==> src/rtl/sorting.sv <==
// rtl/sorting.sv - 32-point bit-reversal reorder buffer with ping-pong banks
module sorting #(
  parameter int WR = 10,
  parameter int WI = 8,
  parameter int N  = 32
) (
  input  logic                 clk,
  input  logic                 rst,
  input  logic                 start_sorting,
  input  logic signed [WR-1:0] out_r,
  input  logic signed [WI-1:0] out_i,
  output logic signed [WR-1:0] answer_r,
  output logic signed [WI-1:0] answer_i,
  output logic                 answer_valid
);

  localparam int W = WR + WI;

  typedef enum logic {IDLE, READ} state_t;

  logic [W-1:0] bank [2][N];
  logic [4:0]   wcnt;
  logic         wsel;
  logic [4:0]   rcnt;
  logic         rsel;
  logic         pend;
  logic         pend_sel;
  state_t       state;

  logic         frame_done;
  logic         have_req;
  logic         req_sel;
  logic [W-1:0] rd_word;

  function automatic logic [4:0] bitrev5(input logic [4:0] x);
    return {x[0], x[1], x[2], x[3], x[4]};
  endfunction

  // frame_done sees wsel before its toggle, i.e. the bank just completed
  assign frame_done = start_sorting && (wcnt == 5'd31);
  assign have_req   = pend || frame_done;
  assign req_sel    = pend ? pend_sel : wsel;
  assign rd_word    = bank[rsel][bitrev5(rcnt)];

  always_ff @(posedge clk) begin
    if (!rst && start_sorting) begin
      bank[wsel][wcnt] <= {out_r, out_i};
    end
  end

  always_ff @(posedge clk) begin
    if (rst) begin
      wcnt <= '0;
      wsel <= 1'b0;
    end else if (start_sorting) begin
      wcnt <= wcnt + 5'd1;
      if (wcnt == 5'd31) begin
        wsel <= ~wsel;
      end
    end
  end

  always_ff @(posedge clk) begin
    if (rst) begin
      state        <= IDLE;
      rcnt         <= '0;
      rsel         <= 1'b0;
      pend         <= 1'b0;
      pend_sel     <= 1'b0;
      answer_r     <= '0;
      answer_i     <= '0;
      answer_valid <= 1'b0;
    end else begin
      case (state)
        IDLE: begin
          answer_r     <= '0;
          answer_i     <= '0;
          answer_valid <= 1'b0;
          if (have_req) begin
            state <= READ;
            rsel  <= req_sel;
            rcnt  <= '0;
            // a pending request and a fresh one together keep the fresh one queued
            pend     <= pend && frame_done;
            pend_sel <= wsel;
          end
        end
        READ: begin
          {answer_r, answer_i} <= rd_word;
          answer_valid         <= 1'b1;
          rcnt                 <= rcnt + 5'd1;
          if (rcnt == 5'd31) begin
            if (have_req) begin
              rsel     <= req_sel;
              pend     <= pend && frame_done;
              pend_sel <= wsel;
            end else begin
              state <= IDLE;
            end
          end else if (frame_done) begin
            pend     <= 1'b1;
            pend_sel <= wsel;
          end
        end
        default: state <= IDLE;
      endcase
    end
  end

endmodule

==> config.mk <==
export PLATFORM = sky130hd
export DESIGN_NAME = sorting
export DESIGN_NICKNAME = d
export VERILOG_FILES = /design/src/rtl/sorting.sv
export SDC_FILE = /design/constraint.sdc
export NUM_CORES = 1
export LEC_CHECK = 0
export CAP_MARGIN = 20
export CORE_MARGIN = 1
export CORE_UTILIZATION = 30
export CTS_CLUSTER_SIZE = 10
export DETAILED_ROUTE_END_ITERATION = 12
export GPL_TIMING_DRIVEN = 0
export PLACE_DENSITY = 0.5
export SKIP_LAST_GASP = 1
export SYNTH_ARGS = -nofsm -noshare
export SYNTH_HDL_FRONTEND = slang
export SYNTH_SLANG_ARGS = --single-unit
==> constraint.sdc <==
create_clock -name clk -period 6.48 [get_ports clk]
set_input_delay 1.944 -clock clk [delete_from_list [all_inputs] [get_ports clk]]
set_output_delay 1.944 -clock clk [all_outputs]
set_load 0.05 [all_outputs]
==> impl_metrics.ini <==
[synth]
synth_ff_type = edfxtp_1
synth_top_area_cell = edfxtp_1
ys_seq_elements = 1187
syn-instance-count = 2026
synth_area_per_cell_um2 = 22.30
synth-edff-count = 1152
synthArstFlopShare = 0
synth.yosys.seq_area_share = 0.7813
syn_nets = 2054
syn_area_mm2 = 0.04517
yosys.area.top_type_share = 0.7658
yosysWarnings = 0
synth.area.top_cells = edfxtp_1 (77%), mux4_2 (14%), dfxtp_1 (1.6%), mux2i_1 (1.2%), nor2_1 (0.76%)
synth_cell_types = 40

[cts]
root_buffer = clkbuf_16
cts_hold_buf = 0
htreeDepth = 4
clkLatencyLatePin_ns = 0.73
numCtsBuffers = 139
post-cts-setup-buffers = 0
cts.reportedPaths.clkPinSlew_ns = 0.05
ctsResizeCount = 0
cts_tree = yes
cts.sinks = 1187
cts_max_path_buffers = 3

[timing]
clock_skew_ns = 0.01812
relSlewSlack = 0.1237
setup_ws_ns = 1.783
tightest_slew_ns = 1.281
tns_ns = 0
period_needed_ns = 4.697
fmax_mhz = 212.9
holdWs_ns = 0.5377
finalMaxSlewViolations = 0
hold_viol = 0
finalSetupViolCount = 0
grt_setup_unrepaired = no
min_period_over_period = 0.7249

[die]
die_h_um = 390.0
design.die.area_mm2 = 0.1521
io_pins = 40
num_rows = 142
initial_core_util = 0.3020
die_x_um = 390.0
core_region_area_mm2 = 0.1496

[cells_and_area]
drive_gt1_frac = 0.2915
area_growth_pct = 19.22
nets = 2325
multi_input_area_mm2 = 0.009417
register_area_mm2 = 0.03529
fillers = 13770

[power_and_ir_drop]
seq_power_share = 0.537
p_leak_nw = 16.07
p_switching_mw = 3.149
power_density_mw_per_mm2 = 291.6
switching_share = 0.2005
p_int_mw = 12.55
vdd_drop_max_uv = 210.9
pwr-share-comb = 0.014
clockPowerShare = 0.448
total_power_mw = 15.70

[global_route]
grt_pass1_vias = 22820
grt_pass1_wl_mm = 185.4
antenna_found_initial = 14
grt.total_usage = 0.1777
grt_max_degree = 57
grt.overflow.total = 0

[setup_path]
criticalPathCategory = input pin to flip-flop
cp_slowest_stage_delay_ns = 1.20
cp_num_buf_inv = 1
cp_slowest_cell = a2111oi_0
path_max_fanout = 7
worstPathRequired_ns = 7.10
critPathTopFamily = compound AO/OA/AOI/OAI gates
endpoint_kind = flip-flop
cp.arrival_ns = 5.32
crit_path_start_kind = input pin
path_cells = clkdlybuf4s50_1 -> nor2b_1 -> nand2_1 -> a2111oi_0 -> a22o_1

[drt]
route.detailed.drc = 0
detail-route-antenna-nets = 0
wl_per_cell_um = 30.80
vias = 22740
via_per_inst = 5.193
drt_iter0_markers = 2910
wl_mm = 134.9
drt_first_pass_iters = 5

[outcome]
outcome = finished clean

[hold_path]
worstHoldPathType = flip-flop to flip-flop

[place]
dp.final_hpwl_mm = 94.92
dp_slack_ns = 1.223
port_buffers = 39
gp_congestion = 0.9175

[run]
drv_cap = 0
## cell usage after synthesis (all sizes together) (10+ instances only)
master	count
edfxtp	1152
nand3	22
a21oi	27
o22ai	46
nor2	92
o21ai	19
clkbuf	46
nand3b	10
a211oi	25
nor2b	13
a22o	16
mux2i	56
buf	68
dfxtp	35
mux4	289
nand2	27
a22oi	24
## cell families after synthesis
family | count (synthesis) | synth area share
AOI/OAI and AO/OA | 170 | 0.02526
muxes | 345 | 0.1565
buffers and inverters | 117 | 0.01377
and+or+nand+nor | 196 | 0.02044
adders and majority gates | 7 | 0.001939
DFF | 1187 | 0.7813
xor gates and xnor gates | 4 | 0.0007757
## layer usage
layer	GRT usage	part of all wire	vias to the layer above
li1	-	-	9092
met1	0.2449	0.42	12410
met2	0.2858	0.48	1058
met3	0.03501	0.080	178
met4	0.04898	0.024	4
met5	0	0.00019	-
## worst reg2reg max path: stages, from the launching register on
cell       delay, ns
dfxtp_1         0.34
buf_2           0.21
buf_2           0.46
clkbuf_1        0.92
nor3_1          0.14
a2111oi_0       1.13
a22o_1          0.48
## power by group through the flow
| stage | combinational, mW | sequential, mW | clock [mW] |
|---|---|---|---|
| 2_1_floorplan | 0.0291 | 8.59 | 0 |
| 3_3_place_gp | 0.189 | 8.62 | 0 |
| 3_5_place_dp | 0.229 | 8.59 | 0 |
| 4_1_cts | 0.229 | 8.43 | 7.16 |
| 5_1_grt | 0.238 | 8.43 | 7.45 |
| 6_report | 0.225 | 8.44 | 7.04 |
## stage by stage
stage / cell area (um2) / std cells / util
after detailed placement: 49860 / 4170 / 0.3333
final: 53850 / 4379 / 0.3600
after global placement: 48080 / 4081 / 0.3214
after floorplan: 45170 / 2026 / -
after CTS: 53830 / 4374 / 0.3598
after global routing: 53850 / 4376 / 0.3599
## area by class of cell
cell class,count,share of cell area
Sequential cell,1187,0.6554
Clock inverter,17,0.004647
Antenna cell,3,0.0001394
Timing Repair Buffer,130,0.03748
Inverter,3,0.0002091
Buffer,114,0.01134
Multi-Input combinational cell,722,0.1749
Tap cell,2016,0.04684
Clock buffer,187,0.06912
## path summary, 6_finish.rpt
kind,start,endpoint,slack (ns),depth (start not counted)
setup / recovery,rst,answer_r[4],1.78,5
hold / removal,pend_sel,pend_sel,0.54,2
setup reg to reg,rcnt[4],answer_r[4],2.70,6
hold reg to reg,pend_sel,pend_sel,0.54,2
## flip-flops by register name, summed over array words and instances (netlist names), named ones only
register	cells
answer_i	8
answer_r	10
answer_valid	1
bank	1152
pend	1
pend_sel	1
rcnt	5
rsel	1
state	1
wcnt	5
wsel	1
## cells in the final DEF, fill, tap and decap left out, types with 28 or more instances in the layout
| cell | n |
|---|---|
| buf_2 | 52 |
| clkbuf_1 | 91 |
| mux4_2 | 289 |
| mux2i_1 | 56 |
| edfxtp_1 | 1152 |
| o22ai_1 | 46 |
| dfxtp_1 | 35 |
| buf_8 | 44 |
| nor2_1 | 28 |
| nor2_2 | 64 |
| clkbuf_16 | 142 |
No activity file was read; power rests on OpenSTA's default activity.
